File: src/rtl/opcode_pkg.sv
// opcode_pkg: RV32I major opcodes (instr[6:0]) shared by decode, execute and fetch control.
package opcode_pkg;

  typedef enum logic [6:0] {
    OP_LOAD   = 7'b0000011,
    OP_IMM    = 7'b0010011,
    OP_AUIPC  = 7'b0010111,
    OP_STORE  = 7'b0100011,
    OP_OP     = 7'b0110011,
    OP_LUI    = 7'b0110111,
    OP_BRANCH = 7'b1100011,
    OP_JALR   = 7'b1100111,
    OP_JAL    = 7'b1101111,
    OP_SYSTEM = 7'b1110011
  } opcode_e;

endpackage

File: src/rtl/pc_pkg.sv
// pc_pkg: sequencer FSM states, branch condition encodings and fetch constants
// shared by pc_sequencer and branch_cmp.
package pc_pkg;

  typedef enum logic [1:0] {
    BOOT = 2'd0,
    RUN  = 2'd1,
    HALT = 2'd2
  } pc_state_e;

  typedef enum logic [2:0] {
    F3_BEQ  = 3'b000,
    F3_BNE  = 3'b001,
    F3_BLT  = 3'b100,
    F3_BGE  = 3'b101,
    F3_BLTU = 3'b110,
    F3_BGEU = 3'b111
  } br_funct3_e;

  localparam int INSTR_BYTES_DEFAULT = 4;
  localparam int LINK_OFFSET         = 4;

  // JALR clears bit 0 of the computed target; sliced to XLEN at the use site.
  localparam logic [63:0] JALR_MASK = 64'hFFFF_FFFF_FFFF_FFFE;

endpackage

File: src/rtl/branch_cmp.sv
// branch_cmp: combinational RV32I branch condition evaluator (rs1, rs2, funct3 -> taken).
// Encodings outside the six defined branch conditions resolve to not-taken.
module branch_cmp
  import pc_pkg::*;
#(
  parameter int XLEN = 32
) (
  input  logic [XLEN-1:0] rs1_i,
  input  logic [XLEN-1:0] rs2_i,
  input  logic [2:0]      funct3_i,
  output logic            taken_o
);

  logic eq;
  logic lt_s;
  logic lt_u;

  assign eq   = (rs1_i == rs2_i);
  assign lt_s = ($signed(rs1_i) < $signed(rs2_i));
  assign lt_u = (rs1_i < rs2_i);

  always_comb begin
    // NOTE: taken_o is defaulted before the case so no encoding can leave it unassigned and infer a latch.
    taken_o = 1'b0;
    case (funct3_i)
      F3_BEQ:  taken_o = eq;
      F3_BNE:  taken_o = !eq;
      F3_BLT:  taken_o = lt_s;
      F3_BGE:  taken_o = !lt_s;
      F3_BLTU: taken_o = lt_u;
      F3_BGEU: taken_o = !lt_u;
      default: taken_o = 1'b0;
    endcase
  end

endmodule

File: src/rtl/pc_sequencer.sv
// pc_sequencer: fetch PC holder with valid/ready handshake, JAL/JALR/branch and trap redirects.
// Optional macro MISALIGN_TRAP_EN: misaligned targets are reported instead of silently aligned.
module pc_sequencer
  import pc_pkg::*;
  import opcode_pkg::*;
#(
  parameter int              XLEN         = 32,
  parameter logic [XLEN-1:0] RESET_VECTOR = '0,
  parameter int              INSTR_BYTES  = INSTR_BYTES_DEFAULT
) (
  input  logic            clk_i,
  input  logic            rst_i,
  input  logic            enbl_i,
  input  logic            fetch_ready_i,
  input  logic            ex_valid_i,
  input  opcode_e         opcode_i,
  input  logic [2:0]      funct3_i,
  input  logic [XLEN-1:0] ex_pc_i,
  input  logic [XLEN-1:0] rs1_i,
  input  logic [XLEN-1:0] rs2_i,
  input  logic [XLEN-1:0] sb_imm_i,
  input  logic [XLEN-1:0] uj_imm_i,
  input  logic [XLEN-1:0] i_imm_i,
  input  logic            trap_i,
  input  logic [XLEN-1:0] trap_vec_i,
  output logic [XLEN-1:0] pc_o,
  output logic            pc_valid_o,
  output logic            redirect_o,
  output logic [XLEN-1:0] link_o,
  output logic            misalign_o,
  output logic [XLEN-1:0] misalign_addr_o
);

  pc_state_e       state_q, state_d;
  logic [XLEN-1:0] pc_q, pc_d;
  logic            pc_valid_q, pc_valid_d;

  logic            br_taken;
  logic            taken;
  logic            xfer;
  logic [XLEN-1:0] target_raw;
  logic [XLEN-1:0] target;

  branch_cmp #(.XLEN(XLEN)) u_branch_cmp (
    .rs1_i    (rs1_i),
    .rs2_i    (rs2_i),
    .funct3_i (funct3_i),
    .taken_o  (br_taken)
  );

  // Target selection and taken decision for the instruction sitting in execute.
  always_comb begin
    target_raw = ex_pc_i + sb_imm_i;
    taken      = 1'b0;
    case (opcode_i)
      OP_JAL: begin
        target_raw = ex_pc_i + uj_imm_i;
        taken      = ex_valid_i;
      end
      OP_JALR: begin
        target_raw = (rs1_i + i_imm_i) & JALR_MASK[XLEN-1:0];
        taken      = ex_valid_i;
      end
      OP_BRANCH: begin
        target_raw = ex_pc_i + sb_imm_i;
        taken      = ex_valid_i && br_taken;
      end
      default: begin
        target_raw = ex_pc_i + sb_imm_i;
        taken      = 1'b0;
      end
    endcase
  end

`ifdef MISALIGN_TRAP_EN
  logic            misalign_hit;
  logic            misalign_q, misalign_d;
  logic [XLEN-1:0] misalign_addr_q, misalign_addr_d;

  // A misaligned target suppresses the transfer; a trap in the same cycle outranks the report.
  always_comb begin
    misalign_hit    = taken && (target_raw[1:0] != 2'b00);
    xfer            = taken && !misalign_hit;
    target          = target_raw;
    misalign_d      = misalign_hit && !trap_i;
    misalign_addr_d = misalign_d ? target_raw : misalign_addr_q;
  end

  always_ff @(posedge clk_i) begin
    if (rst_i) begin
      misalign_q      <= 1'b0;
      misalign_addr_q <= '0;
    end else begin
      misalign_q      <= misalign_d;
      misalign_addr_q <= misalign_addr_d;
    end
  end

  assign misalign_o      = misalign_q;
  assign misalign_addr_o = misalign_addr_q;
`else
  always_comb begin
    xfer   = taken;
    target = target_raw & ~XLEN'(3);
  end

  assign misalign_o      = 1'b0;
  assign misalign_addr_o = '0;
`endif

  assign redirect_o = !rst_i && (trap_i || xfer);
  assign link_o     = rst_i ? '0 : (ex_pc_i + XLEN'(LINK_OFFSET));

  always_comb begin
    state_d = state_q;
    case (state_q)
      BOOT:    state_d = enbl_i ? RUN : HALT;
      RUN:     if (!enbl_i) state_d = HALT;
      HALT:    if (enbl_i)  state_d = RUN;
      default: state_d = BOOT;
    endcase
    pc_valid_d = (state_d == RUN);

    // Redirects bypass the handshake and the FSM; only an accepted fetch advances sequentially.
    pc_d = pc_q;
    if (trap_i) begin
      pc_d = trap_vec_i;
    end else if (xfer) begin
      pc_d = target;
    end else if (pc_valid_q && fetch_ready_i) begin
      pc_d = pc_q + XLEN'(INSTR_BYTES);
    end
  end

  // NOTE: state flops use non-blocking assignments so every flop samples pre-edge values.
  always_ff @(posedge clk_i) begin
    if (rst_i) begin
      state_q    <= BOOT;
      pc_q       <= RESET_VECTOR;
      pc_valid_q <= 1'b0;
    end else begin
      state_q    <= state_d;
      pc_q       <= pc_d;
      pc_valid_q <= pc_valid_d;
    end
  end

  assign pc_o       = pc_q;
  assign pc_valid_o = pc_valid_q;

endmodule
File: config.mk
export PLATFORM = sky130hd
export DESIGN_NAME = pc_sequencer
export DESIGN_NICKNAME = d
export VERILOG_FILES = /design/src/rtl/opcode_pkg.sv /design/src/rtl/pc_pkg.sv /design/src/rtl/branch_cmp.sv /design/src/rtl/pc_sequencer.sv
export SDC_FILE = /design/constraint.sdc
export NUM_CORES = 1
export LEC_CHECK = 0
export ABC_CLOCK_PERIOD_IN_PS = 6800
export BUFFER_PORTS_ARGS = -buffer_cell sky130_fd_sc_hd__buf_2
export CAP_MARGIN = 20
export CORE_AREA = 2 2 133 135
export CTS_BUF_LIST = sky130_fd_sc_hd__clkbuf_8 sky130_fd_sc_hd__clkbuf_16
export CTS_CLUSTER_SIZE = 20
export DETAILED_ROUTE_END_ITERATION = 10
export DIE_AREA = 0 0 135 137
export PLACE_DENSITY = 0.84
export SYNTH_ARGS = -nofsm -noshare
export SYNTH_HDL_FRONTEND = slang
export SYNTH_SLANG_ARGS = --single-unit
File: constraint.sdc
create_clock -name clk_i -period 6.8 [get_ports clk_i]
set_input_delay 0.68 -clock clk_i [delete_from_list [all_inputs] [get_ports clk_i]]
set_output_delay 0.68 -clock clk_i [all_outputs]
set_load 0.01 [all_outputs]
Word-level counts from Yosys, hierarchy flattened
Cells that the tools add are included.
{"block": "word_totals", "n_memories": 0, "output_inout_bits": 99, "in_bits": 240, "latch_bits": 0, "regBits": 35, "wordCells": 45, "ramBits": 0, "rom_bits": 0}
{"block": "classes", "div_mod_pow": 0, "n_reduce_logical": 12, "shift": 0, "eq_ne": 12, "n_mux": 11, "n_bitwise": 0, "mul": 0, "order_cmp": 2, "addsub": 5}
{"cell": "32-bit 2-to-1 mux", "count": 4}
{"cell": "32-bit adder", "count": 3}
{"cell": "32-bit by 3-bit adder with 32-bit output, second input constant", "count": 2}
{"cell": "32-bit < comparator", "count": 2}
{"cell": "32-bit case mux with 2 select lines", "count": 1}
{"cell": "32-bit equality test", "count": 1}
{"cell": "7-bit equality test, second input constant", "count": 3}
{"cell": "3-bit equality test, second input constant", "count": 4}
{"cell": "2-bit 2-to-1 mux", "count": 3}
{"cell": "1-bit case mux with 6 select lines", "count": 1}
{"cell": "2-bit case mux with 3 select lines", "count": 1}
{"cell": "2-bit by 1-bit equality test with 1-bit output, second input constant", "count": 2}
{"cell": "1-bit logical NOT", "count": 4}
{"cell": "3-bit by 1-bit equality test with 1-bit output, second input constant", "count": 1}
{"cell": "1-bit logical AND", "count": 3}
{"cell": "3-bit logical NOT", "count": 1}
{"cell": "3-bit nonzero test", "count": 1}
{"cell": "2-bit equality test, second input constant", "count": 1}
{"cell": "2-bit logical NOT", "count": 1}
{"cell": "1-bit case mux with 2 select lines", "count": 1}
{"cell": "2-bit OR reduction", "count": 1}
{"cell": "1-bit logical OR", "count": 1}

Longest topological paths before layout
{"block": "logic_depth", "depth_word": 7, "mapped_depth": 15}

Hierarchy
Synthesis repeated with hierarchy kept, for this count alone.
{"block": "hier_totals", "hier_cells": 1069, "area_unflattened_um2": 7659.8}
{"module": "pc_sequencer", "seq_area_each_um2": 700.7, "area_per_inst_um2": 6795.3, "cells_each": 949, "instances": 1}
{"module": "branch_cmp", "seq_area_each_um2": 0.0, "area_per_inst_um2": 864.6, "cells_each": 120, "instances": 1}

Worst setup path after synthesis
OpenSTA, ideal clock, no wires.
{"block": "synth_timing", "kind": "input to register", "startpoint": "in opcode_i[4]", "endpoint": "reg pc_q[30] (netlist: pc_o[30])", "cell_stages": 14, "required_ps": 6684, "setup_time_ps": 116, "arrival_time_ps": 4240, "slack_ps": 2444, "cell_sequence": "nand3b_1 nor2_1 clkbuf_1 mux2_2 ha_1 a211oi_1 o31a_1 a21o_1 a31o_2 o31ai_1 a211oi_1 xnor2_1 or4_1 o211a_1"}
{"block": "synth_via", "elab_chain_cells": 5, "elab_cells_between_ends": 9, "cone_classes": "3 x eq/ne; 4 x mux; 2 x reduce/logical"}
{"element": "start, declared", "line": "pc_sequencer.sv:16", "source": "input opcode_e opcode_i,"}
{"element": "7-bit equality test", "line": "pc_sequencer.sv:55", "source": "case (opcode_i)"}
{"element": "2-bit OR reduction (no line)"}
{"element": "1-bit case mux with 2 select lines", "line": "pc_sequencer.sv:55"}
{"element": "32-bit 2-to-1 mux", "line": "pc_sequencer.sv:128", "source": "end else if (xfer) begin"}
{"element": "32-bit 2-to-1 mux", "line": "pc_sequencer.sv:126", "source": "if (trap_i) begin"}
{"element": "end signal, assigned", "line": "pc_sequencer.sv:143", "source": "pc_q <= pc_d;"}
{"element": "end, declared", "line": "pc_sequencer.sv:35", "source": "logic [XLEN-1:0] pc_q, pc_d;"}
Several ways; a longest one is shown, not always the timed one.
A chain may end at the register's enable or synchronous reset.

Final worst setup path
Same ends and word-level chain as after synthesis.

==> flow_summary.yaml <==
synthesis:
  share_of_flip_flops_with_an_asynchronous_set_or_reset_after_synthesis_pct: 0
  synth_warn: 0
  yosysTopAreaCellShare_pct: 15.4
  synth_sequential_area_ratio_pct: 9.20
  synth_top_cells_by_count: "ha_1, nand2_1, a21oi_1, o21ai_0, nor2_1"
  netlist_area_um2: 7610
  synth_area_per_cell_um2: 7.23
  synthFlopType: "dfxtp_1"
  synth_top_cell_by_area: "ha_1"
  postSynthRegisterBits: 35
  number_of_distinct_library_cell_variants_in_the_gate_level_netlist_after_synthesis: 74
  cell_types_occupying_the_most_area_after_synthesis: "ha_1, dfxtp_1, xnor2_1, xor2_1, a21oi_1"
  synth-edff-count: 0
  synth_cells: 1053
place:
  dp.final_hpwl_um: 22500
  dpl_worst_slack_ps: 1480
  post-place-cells: 1552
  port-buffer-count: 305
  gpl.final_weighted_congestion: 1.01
  post_dp_cell_area_um2: 9190
sta:
  post-route-worst-setup-slack_ps: 1810
  report.final.slew_viol_count: 0
  worst_pin_slew_ps: 1030
  layout_worst_path_cycle_share_pct: 73.3
  achievable-frequency_mhz: 201
  final_hold_viol_count: 0
  totalNegativeSetupSlack_ps: 0
  report.final.setup_viol: 0
  final_critical_path_time_including_i_o_delays_and_setup_ps: 4990
  hold_slack_ps: 442
  fin_skew_ps: 6.22
  max_slew_margin_pct: 31.3
  unrepaired_setup_endpoints_after_global_routing: "false"
setup_path:
  critPathRequiredTime_ps: 6990
  startpoint_type: "input port"
  path_class: "input port to flip-flop"
  worstSetupStartpoint: "opcode_i[4]"
  regToRegEndpoint: "pc_o[24]"
  rrSetupSlack_ps: 3910
  timing.critical_path.fanout_max: 17
  timing.rr.start: "pc_valid_o"
  worst-endpoint-arrival_ps: 5170
  cp-end-kind: "flip-flop"
  r2r_worst_path_depth: 9
pwr:
  ir_drop_worst_case_vdd_mv: 0.166
  p_leak_nw: 4.52
  totalPowerFinal_mw: 1.08
  power_density_nw_per_um2: 115
worst_hold_path:
  hold_critical_path_depth: 1
  min_path_type: "flip-flop to flip-flop"
  worstHoldStart: "state_q[0]"
  worstHoldEndpoint: "state_q[1]"
floorplan:
  core_um2: 17100
  die_area_um2: 18500
  die_h_um: 137
  fp.dieW_um: 135
  placementRows: 48
  initial_utilization_pct: 44.6
  top_level_i_o_count: 339
clock_tree:
  total_clock_sinks: 35
  clock_insertion_delay_worst_skew_ps: 290
  cts-resized-gates: 0
  ctsRootBufferMaster: "clkbuf_16"
  cts_hold_buffers_added: 0
  clock_path_buffers: 2
  cts_tree: "built"
  numCtsBuffers: 5
  h-tree-depth: 2
  path_clk_slew_ps: 60
  cts.repair_timing.setup_buffer_count: 0
cells_and_area:
  finish.cell_count_without_fillers: 1561
  utilization_pct: 54.8
  finish.net_count: 1668
  area_growth_pct: 22.7
  postLayoutCellArea_um2: 9340
  drive_above_1_share_pct: 27.3
detailed_routing:
  antenna_left: 0
  drt-total-wl_um: 26800
  first_iter_violations: 561
  average_vias_per_placed_instance: 5.74
  vias: 8955
  detailedRoute.firstPassIterationCount: 5
  detail_route.drc_violations: 0
  drt-wirelength-per-cell_um: 17.2
status:
  run_status: "completed"
run:
  cap_violations: 0
grt:
  globalRouteOverflowTotal: 0
  initial_antenna_violation_count: 2
  grt_pass1_wl_um: 40600
  grt_usage_pct: 27.3
  first_global_vias: 8012
  grt_start_max_net_pins: 47
layout by cell type (no fill, tap or decap), drive strengths merged, types with 8 or more instances in the layout:
| master | instances |
|---|---|
| o31ai | 8 |
| a31oi | 11 |
| ha | 94 |
| mux2 | 30 |
| o21ai | 75 |
| nand4 | 32 |
| buf | 311 |
| dfxtp | 35 |
| xor2 | 50 |
| or3 | 12 |
| or4 | 9 |
| xnor2 | 51 |
| inv | 63 |
| mux2i | 25 |
| and3 | 21 |
| nand3 | 38 |
| nor2 | 71 |
| o21bai | 8 |
| nand2 | 94 |
| nor2b | 13 |
| conb | 33 |
| nor3 | 11 |
| a211oi | 23 |
| and2 | 8 |
| a21oi | 79 |
| nor4 | 16 |
| a21o | 21 |
flip-flops by register name, indices dropped and copies added (netlist names):
signal	count
state_q	2
pc_o	32
pc_valid_o	1
layout make-up:
cell class / count / area, um2
antenna: 1 / 2.50
clock buffer: 5 / 125
clock inverter: 3 / 23.8
fill: 1658 / 7710
inverter: 63 / 236
multi-input combinational: 918 / 6400
sequential: 35 / 701
tap: 225 / 282
timing repair buffer: 311 / 1570
cell families (layout without fill, tap and decap cells):
family	count (synthesis)	count (layout)	share of synthesized area, %
compound gates	290	290	24.8
xor+xnor	101	101	11.6
fa+ha+maj	94	94	15.4
buf+inv	132	382	8.41
flops	35	35	9.20
mux	55	55	7.72
other cells	1	34	0.0492
simple gates	345	345	22.7
report_power, final:
part	internal, mW	switching, mW
registers	0.220	0.0182
clock network	0.137	0.0950
logic	0.264	0.343
total	0.621	0.456
worst max-delay path, stage by stage:
cell	delay (ps)
buf_2	100
nand3b_1	330
nor2_2	740
buf_4	400
mux2_2	370
ha_1	370
and3_1	240
nand2_1	80
or3_1	330
o31ai_1	620
a211oi_1	190
xnor2_1	170
or4_1	400
o211a_1	130
worst max-delay path by stage:
stage / to / cells past startpoint
floorplan: pc_o[30] / 14
global placement: pc_o[30] / 14
detailed placement: pc_o[30] / 14
CTS: pc_o[30] / 14
global route: pc_o[30] / 15
finish: pc_o[30] / 14
metal layers:
metal,track usage [%],vias to the layer above,share of wire (%)
met5,0,-,0.049
met1,35.6,4081,43
met4,7.12,2,2.2
li1,-,4377,-
met2,46.8,448,46
met3,4.19,47,8.9
Note: power is estimated with default switching activity, not from simulation.
